**src/rtl/calendar_timekeeper.sv**
```systemverilog
// Prescaled sec/min/hour time-of-day counter with wrapping day count, load, hold and 12h display.
// Define CALENDAR_TIMEKEEPER_ALARM_EN to build the alarm compare; otherwise ALARM is tied low.
module calendar_timekeeper #(
    parameter int unsigned TICK_DIV      = 50_000_000,
    parameter int unsigned SECS_PER_MIN  = 60,
    parameter int unsigned MINS_PER_HOUR = 60,
    parameter int unsigned HOURS_PER_DAY = 24,
    parameter int unsigned FIELD_W       = 6,
    parameter int unsigned DAY_W         = 16
) (
    input  logic               CLK,
    input  logic               RST,
    input  logic               HOLD,
    input  logic               LD,
    input  logic [FIELD_W-1:0] LD_H,
    input  logic [FIELD_W-1:0] LD_M,
    input  logic [FIELD_W-1:0] LD_S,
    input  logic               MODE12,
    output logic [FIELD_W-1:0] Hours,
    output logic [FIELD_W-1:0] Mins,
    output logic [FIELD_W-1:0] Secs,
    output logic               PM,
    output logic [DAY_W-1:0]   Days,
    output logic               TICK,
    output logic               DAY_PULSE,
    output logic               LD_ERR,
    input  logic [FIELD_W-1:0] ALM_H,
    input  logic [FIELD_W-1:0] ALM_M,
    input  logic [FIELD_W-1:0] ALM_S,
    input  logic               ALM_ARM,
    output logic               ALARM
);

    localparam int unsigned        CNT_W   = (TICK_DIV > 1) ? $clog2(TICK_DIV) : 1;
    localparam logic [CNT_W-1:0]   CNT_MAX = CNT_W'(TICK_DIV - 1);
    localparam logic [FIELD_W-1:0] S_MAX   = FIELD_W'(SECS_PER_MIN - 1);
    localparam logic [FIELD_W-1:0] M_MAX   = FIELD_W'(MINS_PER_HOUR - 1);
    localparam logic [FIELD_W-1:0] H_MAX   = FIELD_W'(HOURS_PER_DAY - 1);
    localparam logic [FIELD_W-1:0] HALF    = FIELD_W'(HOURS_PER_DAY / 2);

    logic [CNT_W-1:0]   cnt_q, cnt_d;
    logic [FIELD_W-1:0] sec_q, sec_d, min_q, min_d, hour_q, hour_d;
    logic [DAY_W-1:0]   days_q, days_d;
    logic               tick_q, tick_d, day_pulse_q, day_pulse_d, ld_err_q, ld_err_d;

    logic [FIELD_W-1:0] sec_inc, min_inc, hour_inc;
    logic               sec_wrap, min_wrap, day_wrap, tick_now;

    // Incremented time, as it would look after a tick.
    always_comb begin
        sec_wrap = (sec_q == S_MAX);
        min_wrap = sec_wrap && (min_q == M_MAX);
        day_wrap = min_wrap && (hour_q == H_MAX);
        tick_now = !HOLD && (cnt_q == CNT_MAX);
        sec_inc  = sec_wrap ? '0 : sec_q + 1'b1;
        min_inc  = !sec_wrap ? min_q : ((min_q == M_MAX) ? '0 : min_q + 1'b1);
        hour_inc = !min_wrap ? hour_q : ((hour_q == H_MAX) ? '0 : hour_q + 1'b1);
    end

    always_comb begin
        cnt_d       = cnt_q;
        sec_d       = sec_q;
        min_d       = min_q;
        hour_d      = hour_q;
        days_d      = days_q;
        tick_d      = 1'b0;
        day_pulse_d = 1'b0;
        ld_err_d    = 1'b0;
        if (LD) begin
            cnt_d    = '0;
            sec_d    = (LD_S > S_MAX) ? '0 : LD_S;
            min_d    = (LD_M > M_MAX) ? '0 : LD_M;
            hour_d   = (LD_H > H_MAX) ? '0 : LD_H;
            ld_err_d = (LD_S > S_MAX) || (LD_M > M_MAX) || (LD_H > H_MAX);
        end else if (tick_now) begin
            cnt_d  = '0;
            sec_d  = sec_inc;
            min_d  = min_inc;
            hour_d = hour_inc;
            tick_d = 1'b1;
            if (day_wrap) begin
                days_d      = days_q + 1'b1;
                day_pulse_d = 1'b1;
            end
        end else if (!HOLD) begin
            cnt_d = cnt_q + 1'b1;
        end
    end

    always_ff @(posedge CLK) begin
        if (RST) begin
            cnt_q       <= '0;
            sec_q       <= '0;
            min_q       <= '0;
            hour_q      <= '0;
            days_q      <= '0;
            tick_q      <= 1'b0;
            day_pulse_q <= 1'b0;
            ld_err_q    <= 1'b0;
        end else begin
            cnt_q       <= cnt_d;
            sec_q       <= sec_d;
            min_q       <= min_d;
            hour_q      <= hour_d;
            days_q      <= days_d;
            tick_q      <= tick_d;
            day_pulse_q <= day_pulse_d;
            ld_err_q    <= ld_err_d;
        end
    end

    // 12h display maps internal hour 0 to HALF (midnight/noon shown as 12).
    always_comb begin
        if (!MODE12) begin
            Hours = hour_q;
        end else if (hour_q == '0) begin
            Hours = HALF;
        end else if (hour_q > HALF) begin
            Hours = hour_q - HALF;
        end else begin
            Hours = hour_q;
        end
    end

    assign Mins      = min_q;
    assign Secs      = sec_q;
    assign PM        = (hour_q >= HALF);
    assign Days      = days_q;
    assign TICK      = tick_q;
    assign DAY_PULSE = day_pulse_q;
    assign LD_ERR    = ld_err_q;

`ifdef CALENDAR_TIMEKEEPER_ALARM_EN
    logic alarm_q, alarm_d;

    // Only a real tick can fire; a load landing on the alarm time is silent.
    always_comb begin
        alarm_d = !LD && tick_now && ALM_ARM &&
                  (hour_inc == ALM_H) && (min_inc == ALM_M) && (sec_inc == ALM_S);
    end

    always_ff @(posedge CLK) begin
        if (RST) begin
            alarm_q <= 1'b0;
        end else begin
            alarm_q <= alarm_d;
        end
    end

    assign ALARM = alarm_q;
`else
    logic unused_alm;
    assign unused_alm = ^{ALM_H, ALM_M, ALM_S, ALM_ARM};
    assign ALARM      = 1'b0;
`endif

endmodule
```
**config.mk**
```make
export PLATFORM = sky130hd
export DESIGN_NAME = calendar_timekeeper
export DESIGN_NICKNAME = d
export VERILOG_FILES = /design/src/rtl/calendar_timekeeper.sv
export SDC_FILE = /design/constraint.sdc
export NUM_CORES = 1
export LEC_CHECK = 0
export CAP_MARGIN = 20
export CORE_ASPECT_RATIO = 1.4
export CORE_UTILIZATION = 45
export CTS_BUF_LIST = sky130_fd_sc_hd__clkbuf_4 sky130_fd_sc_hd__clkbuf_8 sky130_fd_sc_hd__clkbuf_16
export CTS_CLUSTER_DIAMETER = 30
export DETAILED_ROUTE_END_ITERATION = 8
export PLACE_DENSITY = 0.76
export SYNTH_ARGS = -nofsm -noshare
export SYNTH_HDL_FRONTEND = slang
export SYNTH_SLANG_ARGS = --single-unit
```
**constraint.sdc**
```tcl
create_clock -name CLK -period 2.1 [get_ports CLK]
set_input_delay 0.21 -clock CLK [delete_from_list [all_inputs] [get_ports CLK]]
set_output_delay 0.21 -clock CLK [all_outputs]
set_load 0.01 [all_outputs]
```
==> results of run 1 <==
power by group:
part           total, uW  leakage (uW)  switching [uW]  internal (uW)
sequential          1240      0.000512            20.1           1220
clock                951     0.0000922             447            505
combinational        311       0.00125             150            160
total               2500       0.00185             617           1880
cell families (layout without fill, tap and decap cells):
logic type / count (synthesis) / after routing
simple gates: 176 / 176
compound gates: 88 / 88
flops: 63 / 63
buf+inv: 34 / 154
xor+xnor: 32 / 32
fa+ha+maj: 9 / 9
mux: 2 / 2
other cells: 1 / 1
worst max path at each step:
stage / start / end / cells after the start
2_1_floorplan: Mins[0] / Days[15] / 6
3_3_place_gp: HOLD / Days[12] / 7
3_5_place_dp: HOLD / Days[9] / 7
4_1_cts: cnt_q[11] / Days[13] / 6
5_1_grt: cnt_q[1] / Days[13] / 7
6_report: cnt_q[1] / Days[13] / 7
registers in the layout, summed over array words and instances (netlist names):
name,cells
Secs,6
LD_ERR,1
Mins,6
Days,16
cnt_q,26
TICK,1
hour_q,6
DAY_PULSE,1
through the flow:
| step | setup WS, ns | TNS, ns | utilization, % | cell area (um2) | hold slack, ns |
|---|---|---|---|---|---|
| final | 0.0108 | 0 | 66.0 | 4830 | 0.491 |
| after global routing | -0.0985 | -0.631 | 66.0 | 4830 | 0.512 |
| after CTS | 0.00545 | 0 | 63.2 | 4630 | 0.490 |
| after detailed placement | -0.131 | -1.06 | 61.0 | 4460 | 0.480 |
| after global placement | -0.105 | -0.799 | 61.0 | 4460 | 0.467 |
| after floorplan | 0.0531 | 0 | - | 3380 | 0.351 |
synthesized netlist by cell type (2+ instances only):
| cell | number | area [um2] |
|---|---|---|
| nand2_1 | 22 | 82.6 |
| ha_1 | 9 | 113 |
| and2_1 | 5 | 31.3 |
| xnor2_1 | 13 | 114 |
| or4_1 | 9 | 67.6 |
| nand4b_1 | 2 | 17.5 |
| o21ai_1 | 2 | 10.0 |
| buf_1 | 3 | 11.3 |
| a21oi_1 | 29 | 145 |
| dfxtp_1 | 63 | 1260 |
| and4_1 | 8 | 70.1 |
| inv_1 | 12 | 45.0 |
| a32oi_1 | 4 | 35.0 |
| buf_2 | 3 | 15.0 |
| a21o_1 | 2 | 15.0 |
| a311oi_1 | 4 | 35.0 |
| nor2b_1 | 2 | 12.5 |
| a211oi_1 | 7 | 52.6 |
| a22oi_1 | 3 | 22.5 |
| mux2i_1 | 2 | 20.0 |
| clkbuf_1 | 14 | 52.6 |
| nor3_1 | 8 | 40.0 |
| nand4_1 | 18 | 113 |
| nor2_1 | 44 | 165 |
| nor4b_1 | 2 | 17.5 |
| o31ai_1 | 11 | 82.6 |
| and4b_1 | 2 | 20.0 |
| and3_1 | 14 | 87.6 |
| or3_1 | 8 | 50.1 |
| nor4_1 | 2 | 12.5 |
| a221oi_1 | 5 | 43.8 |
| nand2b_1 | 3 | 18.8 |
| nand3_1 | 20 | 100 |
| xor2_1 | 19 | 166 |
| o21ai_0 | 10 | 50.1 |
cell type report:
cell class | count | area, um2 | share of cell area [%]
Clock buffer | 13 | 166 | 3.45
Inverter | 13 | 48.8 | 1.01
Timing Repair Buffer | 127 | 1150 | 23.9
Tap cell | 97 | 121 | 2.51
Multi-Input combinational cell | 308 | 2070 | 42.8
Clock inverter | 1 | 5.00 | 0.104
Sequential cell | 63 | 1270 | 26.2
routing by layer:
| metal | routed length [um] | vias to the layer above |
|---|---|---|
| met4 | 180 | 0 |
| met1 | 3780 | 1665 |
| met3 | 526 | 17 |
| li1 | - | 1734 |
| met5 | 0 | - |
| met2 | 4800 | 101 |
worst max-delay path, delay by kind of cell (launching register included):
family | cells | cell delay [ns]
simple gates | 4 | 1.22
flops | 1 | 0.35
buf+inv | 1 | 0.18
compound gates | 1 | 0.14
fa+ha+maj | 1 | 0.13
what timing repair did:
action | CTS | global route
setup endpoints to repair | 11 | 17
endpoints found under the hold margin | 0 | 0
gates cloned | 0 | 2
pin swaps | 0 | 19
buffers inserted | 0 | 9
gates resized for setup | 10 | 24
==> impl_metrics.py, run 1 <==
metrics = {
    "sta": {
        "min_period_over_period_pct": 99.5,
        "fmax_mhz": 479,
        "finalHoldViolations": 0,
        "finalSetupViolations": 0,
        "drv_slew": 0,
        "finClkSkew_ns": 0.0140,
        "rsz0062_at_grt": "true",
        "period_minus_slack_ns": 2.09,
    },
    "floorplan": {
        "io_pins": 81,
        "initial_core_util_pct": 46.2,
        "rows": 37,
        "die_x_um": 75.2,
        "die_area_mm2": 0.00786,
        "design.core.area_mm2": 0.00731,
        "die_h_um": 105,
    },
    "clock_network": {
        "cts_tree": "yes",
        "cts_sinks": 63,
        "clockBufferDepth": 2,
        "cts.htree.levels": 3,
        "cts_root_buffer": "clkbuf_8",
        "holdBufCountCts": 0,
        "path_clk_slew_ns": 0.07,
        "numCtsBuffers": 9,
        "clkLatencyLatePin_ns": 0.35,
    },
    "critical_path": {
        "setup.worst_path.class": "register to register",
        "crit-reg2reg-launch": "cnt_q[1]",
        "crit_path_start_kind": "register",
        "critPathRequiredTime_ns": 2.38,
        "r2r_slack_ns": 0.01,
        "cpPeakStageDelay_ns": 0.50,
        "crit_path_cell_trace": "ha_4, nand3b_1, nor4_4, nand3_2, buf_12, or4_1, a21oi_1",
        "arrival_ns": 2.37,
        "r2r-end": "Days[13]",
        "cp_max_fo": 6,
        "critPathSlowestCell": "or4_1",
        "critPathCaptureType": "register",
        "rr_worst_depth": 7,
    },
    "synthesis": {
        "async_reset_ff_share_pct": 0,
        "synth.area.mux_share_pct": 0.593,
        "synth-seq-cells": 63,
        "synth_nets": 456,
        "synth_edf_count": 0,
        "synth_top_family_by_area": "simple AND/OR/NAND/NOR gates",
        "synthAdderAreaFrac_pct": 3.33,
        "synth_warnings": 0,
        "synth-simple-area-share_pct": 29.0,
        "ys_seq_area_share_pct": 37.3,
        "synth_cell_types": 56,
        "synth_area_mm2": 0.00338,
        "synth_ff_type": "dfxtp_1",
        "synthCells": 405,
        "synth_xor_area_share_pct": 8.30,
        "syn_area_per_cell_um2": 8.34,
        "synth_compound_area_share_pct": 17.3,
    },
    "cells_and_area": {
        "syn_to_final_growth_pct": 42.9,
        "antenna_cells": 0,
        "final_common_cell": "buf_4",
        "final_cell_mix": "63 x buf_4, 59 x dfxtp_1, 53 x clkdlybuf4s50_1, 44 x nor2_1, 23 x a21oi_1",
        "drive_gt1_share_pct": 20.8,
        "nets": 573,
        "nFillCells": 621,
        "fin_cells": 622,
    },
    "grt": {
        "grt.total_usage_pct": 23.4,
        "use_met1_pct": 27.0,
        "met2_usage_pct": 41.0,
        "first_global_vias": 3245,
        "grt_pass1_wl_mm": 14.4,
        "antenna_found_initial": 0,
        "busiest_layer": "met2",
        "grt_overflow": 0,
        "grt_max_degree": 27,
        "met3_usage_pct": 5.43,
    },
    "placement": {
        "placed_cells": 597,
        "place_congestion": 0.883,
        "hpwl_mm": 6.60,
        "io_buffer_count": 60,
    },
    "run_status": {
        "status": "completed",
    },
    "min_path": {
        "hold_start": "Days[15]",
        "hold_end": "Days[15]",
        "holdCritPathClass": "register to register",
        "worstHoldPathCells": 2,
    },
    "drt": {
        "viasPerCell": 5.65,
        "first_pass_iters": 4,
        "drc": 0,
        "ant_nets": 0,
        "num_vias": 3517,
        "wl_mm": 9.29,
        "wire_per_inst_um": 14.9,
        "drtIter0Drc": 297,
    },
    "job": {
        "cap_violations": 0,
    },
    "power_and_ir_drop": {
        "irDropWorstVdd_mv": 0.518,
        "power.total_uw": 2500,
        "leakagePower_uw": 0.00185,
        "power_density_mw_per_mm2": 518,
    },
}
No activity file was read; power rests on OpenSTA's default activity.
==> run 2: changes to the inputs <==
--- a/config.mk
+++ b/config.mk
@@ -9,7 +9,7 @@
 export CORE_ASPECT_RATIO = 1.4
 export CORE_UTILIZATION = 45
 export CTS_BUF_LIST = sky130_fd_sc_hd__clkbuf_4 sky130_fd_sc_hd__clkbuf_8 sky130_fd_sc_hd__clkbuf_16
-export CTS_CLUSTER_DIAMETER = 30
+export CTS_CLUSTER_DIAMETER = 60
 export DETAILED_ROUTE_END_ITERATION = 8
 export PLACE_DENSITY = 0.76
 export SYNTH_ARGS = -nofsm -noshare
==> results of run 2 <==
Final layout, timing and power as in run 1 (identical DEF).
